===== src/rtl/gpio_defaults_loader_if.sv =====
// Bundle between the defaults loader, its requester and the pad configuration chain.
// The master side is the loader; the slave side supplies start/pad_config and watches the chain.
interface gpio_defaults_loader_if #(
  parameter int NUM_PADS = 19,
  parameter int CFG_BITS = 13
);
  logic                         start;
  logic [NUM_PADS*CFG_BITS-1:0] pad_config;
  logic                         serial_clock;
  logic                         serial_data;
  logic                         serial_load;
  logic                         serial_resetn;
  logic                         busy;
  logic                         done;

  modport master (
    input  start, pad_config,
    output serial_clock, serial_data, serial_load, serial_resetn, busy, done
  );

  modport slave (
    output start, pad_config,
    input  serial_clock, serial_data, serial_load, serial_resetn, busy, done
  );
endinterface


===== src/rtl/gpio_defaults_loader.sv =====
// Sequences the GPIO pad configuration chain: chain reset pulse, serial shift of every
// captured default bit (last pad first, MSB first), then a latch strobe and a done pulse.
module gpio_defaults_loader #(
  parameter int NUM_PADS = 19,
  parameter int CFG_BITS = 13,
  parameter int CLK_DIV  = 2
) (
  input  logic                   wb_clk_i,
  input  logic                   wb_rst_i,
  gpio_defaults_loader_if.master bus
);
  localparam int N     = NUM_PADS * CFG_BITS;
  localparam int BIT_W = $clog2(N + 1);
  localparam int PH_W  = $clog2(2 * CLK_DIV + 1);

  localparam logic [BIT_W-1:0] LAST_BIT   = BIT_W'(N - 1);
  localparam logic [PH_W-1:0]  PH_LOW_END = PH_W'(CLK_DIV - 1);
  localparam logic [PH_W-1:0]  PH_LAST    = PH_W'(2 * CLK_DIV - 1);
  localparam logic [PH_W-1:0]  RST_LAST   = PH_W'(3);

  localparam logic [2:0] ST_IDLE      = 3'd0;
  localparam logic [2:0] ST_RST_CHAIN = 3'd1;
  localparam logic [2:0] ST_SHIFT     = 3'd2;
  localparam logic [2:0] ST_LATCH     = 3'd3;
  localparam logic [2:0] ST_DONE      = 3'd4;

  logic [2:0]       state;
  logic [BIT_W-1:0] bit_idx;
  logic [PH_W-1:0]  phase;
  logic [N-1:0]     shadow;

  // NOTE: the shadow is a pure data register that is always fully loaded before it is
  // read, so it carries no reset; this keeps it out of the reset tree.
  always_ff @(posedge wb_clk_i) begin
    if (state == ST_IDLE && bus.start) begin
      shadow <= bus.pad_config;
    end else if (state == ST_SHIFT && phase == '0) begin
      shadow <= {shadow[N-2:0], 1'b0};
    end
  end

  // The state register describes the cycle the next edge produces, so every chain
  // output is registered and changes exactly on the cycle boundaries of its phase.
  // NOTE: non-blocking assignments make every register in this block sample the
  // pre-edge values, so the order of statements below does not matter.
  always_ff @(posedge wb_clk_i) begin
    if (wb_rst_i) begin
      state             <= ST_IDLE;
      bit_idx           <= '0;
      phase             <= '0;
      bus.serial_clock  <= 1'b0;
      bus.serial_data   <= 1'b0;
      bus.serial_load   <= 1'b0;
      bus.serial_resetn <= 1'b1;
      bus.busy          <= 1'b0;
      bus.done          <= 1'b0;
    end else begin
      case (state)
        ST_IDLE: begin
          bus.done <= 1'b0;
          if (bus.start) begin
            state <= ST_RST_CHAIN;
            phase <= '0;
          end
        end

        ST_RST_CHAIN: begin
          bus.serial_resetn <= 1'b0;
          bus.busy          <= 1'b1;
          if (phase == RST_LAST) begin
            phase   <= '0;
            bit_idx <= '0;
            state   <= ST_SHIFT;
          end else begin
            phase <= phase + 1'b1;
          end
        end

        ST_SHIFT: begin
          bus.serial_resetn <= 1'b1;
          // Low for the first CLK_DIV counts, high for the rest; data moves only
          // when the clock drops, so it is settled long before the rising edge.
          bus.serial_clock  <= (phase > PH_LOW_END);
          if (phase == '0) begin
            bus.serial_data <= shadow[N-1];
          end
          if (phase == PH_LAST) begin
            phase <= '0;
            if (bit_idx == LAST_BIT) begin
              state <= ST_LATCH;
            end else begin
              bit_idx <= bit_idx + 1'b1;
            end
          end else begin
            phase <= phase + 1'b1;
          end
        end

        ST_LATCH: begin
          bus.serial_clock <= 1'b0;
          bus.serial_load  <= 1'b1;
          if (phase == PH_LAST) begin
            phase <= '0;
            state <= ST_DONE;
          end else begin
            phase <= phase + 1'b1;
          end
        end

        ST_DONE: begin
          bus.serial_load <= 1'b0;
          bus.busy        <= 1'b0;
          bus.done        <= 1'b1;
          state           <= ST_IDLE;
        end

        default: state <= ST_IDLE;
      endcase
    end
  end
endmodule


===== src/flat_wrapper.sv =====
// flat-port wrapper written by rule: the top's interface ports become plain ports
module gpio_defaults_loader_flat 
#(
  parameter int NUM_PADS = 19,
  parameter int CFG_BITS = 13,
  parameter int CLK_DIV  = 2
)
  (wb_clk_i, wb_rst_i, bus_start, bus_pad_config, bus_serial_clock, bus_serial_data, bus_serial_load, bus_serial_resetn, bus_busy, bus_done);
  gpio_defaults_loader_if #(.NUM_PADS(NUM_PADS), .CFG_BITS(CFG_BITS)) bus_i ();
  input  logic wb_clk_i;
  input  logic wb_rst_i;
  input wire logic [$bits(bus_i.start)-1:0] bus_start;
  input wire logic [$bits(bus_i.pad_config)-1:0] bus_pad_config;
  output wire logic [$bits(bus_i.serial_clock)-1:0] bus_serial_clock;
  output wire logic [$bits(bus_i.serial_data)-1:0] bus_serial_data;
  output wire logic [$bits(bus_i.serial_load)-1:0] bus_serial_load;
  output wire logic [$bits(bus_i.serial_resetn)-1:0] bus_serial_resetn;
  output wire logic [$bits(bus_i.busy)-1:0] bus_busy;
  output wire logic [$bits(bus_i.done)-1:0] bus_done;
  assign bus_i.start = bus_start;
  assign bus_i.pad_config = bus_pad_config;
  assign bus_serial_clock = bus_i.serial_clock;
  assign bus_serial_data = bus_i.serial_data;
  assign bus_serial_load = bus_i.serial_load;
  assign bus_serial_resetn = bus_i.serial_resetn;
  assign bus_busy = bus_i.busy;
  assign bus_done = bus_i.done;
  gpio_defaults_loader #(.NUM_PADS(NUM_PADS), .CFG_BITS(CFG_BITS), .CLK_DIV(CLK_DIV)) u_core (.wb_clk_i(wb_clk_i), .wb_rst_i(wb_rst_i), .bus(bus_i));
endmodule

===== config.mk =====
export PLATFORM = sky130hd
export DESIGN_NAME = gpio_defaults_loader_flat
export DESIGN_NICKNAME = d
export VERILOG_FILES = /design/src/rtl/gpio_defaults_loader_if.sv /design/src/rtl/gpio_defaults_loader.sv /design/src/flat_wrapper.sv
export SDC_FILE = /design/constraint.sdc
export NUM_CORES = 1
export LEC_CHECK = 0
export BUFFER_PORTS_ARGS = -buffer_cell sky130_fd_sc_hd__buf_2
export CAP_MARGIN = 20
export CORE_AREA = 2 2 156 158
export CTS_BUF_LIST = sky130_fd_sc_hd__clkbuf_4
export DETAILED_ROUTE_END_ITERATION = 16
export DIE_AREA = 0 0 158 160
export PLACE_DENSITY = 0.73
export SETUP_SLACK_MARGIN = 0.3
export SLEW_MARGIN = 20
export SYNTH_ARGS = -nofsm -noshare
export SYNTH_HDL_FRONTEND = slang
export SYNTH_SLANG_ARGS = --single-unit

===== constraint.sdc =====
create_clock -name wb_clk_i -period 19.36 [get_ports wb_clk_i]
set_clock_uncertainty 0.2 [all_clocks]
set_input_delay 1.936 -clock wb_clk_i [delete_from_list [all_inputs] [get_ports wb_clk_i]]
set_output_delay 1.936 -clock wb_clk_i [all_outputs]
set_load 0.01 [all_outputs]

### Yosys cells after proc, flatten, opt, wreduce, memory -nomap -nowiden

Index checks and enable logic that the tools add are counted.

* add/sub/neg operators: 2
* magnitude comparators: 1
* equality and inequality tests: 12
* multiplexer cells: 20
* reduce and logical (&&, ||, !) cells: 16

Operators with widths (number)
* 2-to-1 mux 247 bit: 2
* 2-to-1 mux 8 bit: 3
* 2-to-1 mux 3 bit: 7
* case mux 8 bit (2 select lines): 1
* nonzero test 2 bit: 7
* case mux 3 bit (4 select lines): 1
* case mux 1 bit (2 select lines): 5
* equality test 3 x 2 -> 1 bit (second input constant): 3
* adder 8 x 1 -> 8 bit (second input constant): 1
* equality test 8 bit (second input constant): 1
* != test 2 bit (second input constant): 4
* zero test 3 bit: 2
* case mux 3 bit (2 select lines): 1
* AND reduction 5 bit: 1
* != test 2 x 1 -> 1 bit (second input constant): 2
* AND reduction 2 bit: 2
* AND reduction 4 bit: 1
* adder 3 x 1 -> 3 bit (second input constant): 1
* equality test 3 x 1 -> 1 bit (second input constant): 1
* equality test 3 bit (second input constant): 1
* > comparator 3 x 1 -> 1 bit (second input constant): 1
* OR reduction 3 bit: 1
* logical AND 1 bit: 2

* flip-flop bits (word level): 267
* input bits: 250
* output and inout bits: 6
* word-level logic and storage cells: 61

### Logic depth before layout (Yosys ltp)

* depth after elaboration: 4
* depth in mapped cells: 8
* gate-level depth less buffers: 6

### Worst setup path before layout

No wires, ideal clock.

* path kind: input -> register
* from: in bus_start
* to: reg u_core.shadow[0], enable pin
* setup time: 1.912 ns
* arrival time: 6.920 ns
* data required time: 17.248 ns
* path slack: 10.328 ns
* cell stages on the path: 6
* buffers on the path: 3
* path through: nand2b_1 or3_1 clkbuf_1 clkbuf_1 clkbuf_1 nand2_1

* word-level cells in the longest chain between the ends: 2

RTL lines
* start: declaration: RTL line flat_wrapper.sv:12 `input wire logic [$bits(bus_i.start)-1:0] bus_start;`
* logical AND 1 bit: RTL line gpio_defaults_loader.sv:35 `if (state == ST_IDLE && bus.start) begin`
* nonzero test 2 bit (no source line)
* end signal: assignment: RTL line gpio_defaults_loader.sv:36 `shadow <= bus.pad_config;`
* end signal: assignment: RTL line gpio_defaults_loader.sv:38 `shadow <= {shadow[N-2:0], 1'b0};`
* end: declaration: RTL line gpio_defaults_loader.sv:30 `logic [N-1:0] shadow;`

Every way passes these cells.
A chain may end at the register's enable or synchronous reset.

### Worst setup path after layout

* from: in bus_start
* to: reg u_core.shadow[129], enable pin

Same word-level chain as after synthesis.

==> results.sh <==
export IMPL_status="finished, final reports clean"
export IMPL_crit_family="buffers and inverters"
export IMPL_ys_top_cells_by_count="nand2_1, edfxtp_1, clkbuf_1, dfxtp_1, a21oi_1"
export IMPL_cts_htree_levels=3
export IMPL_grt_overflow=0
export IMPL_hpwl_um=15120
export IMPL_synth_cell_type_count=37
export IMPL_coreArea_um2=23820
export IMPL_crit_chain="buf_2 > nand2b_1 > or3_4 > nand2_4 > buf_4 > buf_4"
export IMPL_hold_path_class="reg2reg"
export IMPL_die_h_um=160
export IMPL_slew_viol_final=0
export IMPL_cp_end_kind="flop"
export IMPL_clk_path_buf_depth=3
export IMPL_gp_congestion=0.7693
export IMPL_crit_start="bus_start"
export IMPL_setup_ws_ns=14.50
export IMPL_drive_above_1_share=0.2540
export IMPL_start_util=0.4798
export IMPL_drt_pass1_iterations=5
export IMPL_fin_crit_ns=4.856
export IMPL_powerDensity_nw_per_um2=94.60
export IMPL_cts_setup_buffers=0
export IMPL_post_cts_resized=0
export IMPL_cts_tree="done"
export IMPL_rows=57
export IMPL_synthAdderAreaFrac=0.005474
export IMPL_wl_um=24020
export IMPL_via_per_inst=4.774
export IMPL_grt_max_degree=249
export IMPL_max_slew_margin=0.3280
export IMPL_synth_edf_count=247
export IMPL_cp_common_cell="buf_4"
export IMPL_fin_util=0.5808
export IMPL_netlist_top_cell_by_area="edfxtp_1"
export IMPL_grt_first_pass_wirelength_um=38780
export IMPL_netlist_area_um2=11430
export IMPL_clock_sinks=267
export IMPL_fin_setup_tns_ns=0
export IMPL_die_area_um2=25280
export IMPL_dpl_cell_area_um2=12950
export IMPL_drtIter0Drc=579
export IMPL_synth_top_family_by_area="simple AND/OR/NAND/NOR gates"
export IMPL_worstPathArrival_ns=4.89
export IMPL_synth_xor_area_frac=0.003832
export IMPL_dp_slack_ns=13.86
export IMPL_synth_compound_area_frac=0.01467
export IMPL_min_from="u_core.bus.done"
export IMPL_die_x_um=158
export IMPL_final_cell_area_um2=13840
export IMPL_critical_path_reg2reg_startpoint="u_core.state[1]"
export IMPL_setup_violations=0
export IMPL_ys_ff_latch=267
export IMPL_worstPathMaxFanout=65
export IMPL_required_ns=19.40
export IMPL_vias=8660
export IMPL_fmax_ghz=0.2059
export IMPL_synth_cells=1166
export IMPL_ys_seq_area_frac=0.6840
export IMPL_start_kind="primary input"
export IMPL_grt_pass1_vias=8438
export IMPL_grt_usage=0.1902
export IMPL_fin_nets=1693
export IMPL_slowest_stage="buf_4"
export IMPL_yosysWarnings=0
export IMPL_drc=0
export IMPL_cts_root_buf="clkbuf_4"
export IMPL_n_fill_cell=2167
export IMPL_critical_path_class="in2reg"
export IMPL_clk_pin_slew_ns=0.07
export IMPL_tightest_slew_ns=1.008
export IMPL_synthSimpleGateAreaFrac=0.2671
export IMPL_hold_viol_final=0
export IMPL_max_stage_delay_ns=0.77
export IMPL_synthTopCellsByArea="edfxtp_1, nand2_1, dfxtp_1, clkbuf_1, a21oi_1"
export IMPL_critPathBufInv=3
export IMPL_ir_drop_uv=47.79
export IMPL_yosysMostFrequentCell="nand2_1"
export IMPL_antenna_found_initial=3
export IMPL_hold_slack_ns=0.2895
export IMPL_wire_per_inst_um=13.24
export IMPL_numCtsBuffers=71
export IMPL_area_delta_synth_final_pct=21.06
export IMPL_p_leak_uw=0.006444
export IMPL_fin_crit_sh=0.2508
export IMPL_holdBufCountCts=0
export IMPL_synth_area_mux_share=0.001752
export IMPL_clk_latency_ns=0.63
export IMPL_port_buffers=255
export IMPL_postSynth_asyncResetShare=0
export IMPL_syn_avg_cell_area_um2=9.801
export IMPL_rsz0062_at_grt="no"
export IMPL_synth_top_cell_area_share=0.6490
export IMPL_synth_fp_nets=1421
export IMPL_ios=256
export IMPL_ant_nets=0
export IMPL_cap_violations=0
export IMPL_synth_main_ff_cell="edfxtp_1"
-- where the power goes --
group	switching (uW)	leakage (uW)	internal [uW]	total (uW)
logic	79.3	0.00337	45.8	125
clock network	221	0.000534	261	482
registers	12.0	0.00254	690	702
-- through the flow --
stage               total power (uW)  std cells
floorplan                      797.6       1166
global placement               836.2       1689
detailed placement             840.7       1689
CTS                             1330       1812
global route                    1382       1814
finish                          1309       1814
-- cell usage in the layout (no fill, tap or decap), drive strengths merged, types with 2 or more instances in the layout --
cell      n
nand2   744
buf     261
edfxtp  247
clkbuf  105
dfxtp    20
clkinv   14
a21oi    13
nor2     11
inv      10
o21ai     8
nand3     7
xnor2     5
ha        5
nand2b    4
nor4      4
or4       4
nor3      4
diode     2
mux2i     2
o31ai     2
or3b      2
or2       2
-- cell families after synthesis --
family,Yosys count
multiplexers,2
AO/OA/AOI/OAI,29
XOR/XNOR,5
adder cells (fa/ha/maj),5
AND/OR/NAND/NOR,789
buffers and inverters,69
flip-flops,267
-- sequential cells by signal (all words and copies together) (netlist names) --
| signal | count |
|---|---|
| u_core.bit_idx | 8 |
| u_core.shadow | 247 |
| u_core.bus.serial_data | 1 |
| u_core.state | 3 |
| u_core.bus.serial_clock | 1 |
| u_core.bus.done | 1 |
| u_core.bus.serial_load | 1 |
| u_core.bus.busy | 1 |
| u_core.phase | 3 |
| u_core.bus.serial_resetn | 1 |
-- layout make-up --
class	count	area, um^2	area share
Sequential cell	267	7818	0.5650
Multi-Input combinational cell	830	3364	0.2432
Timing Repair Buffer	261	1334	0.09640
Clock buffer	105	788.3	0.05697
Tap cell	324	405.4	0.02930
Clock inverter	18	95.09	0.006873
Inverter	7	26.28	0.001899
Antenna cell	2	5.005	0.0003617
-- path summary, 6_finish.rpt --
check,to,slack (ns),cells past startpoint
worst min register to register,u_core.bus.done,0.29,2
worst max register to register,u_core.shadow[129],15.12,5
worst min-delay path,u_core.bus.done,0.29,2
worst max-delay path,u_core.shadow[129],14.50,6
-- routing by layer --
| layer | global-route usage | wire (um) | up-vias |
|---|---|---|---|
| li1 | - | - | 4373 |
| met2 | 0.2870 | 10720 | 313 |
| met5 | 0 | 13 | - |
| met4 | 0.06798 | 430 | 2 |
| met1 | 0.2634 | 10880 | 3935 |
| met3 | 0.05617 | 1975 | 37 |
-- worst min-delay path: cells and delay by family, from the launching register on --
kind               cells  cell delay (ns)
AOI/OAI and AO/OA      2             0.13
DFF                    1             0.31
Power figures use the tool's default switching activity.
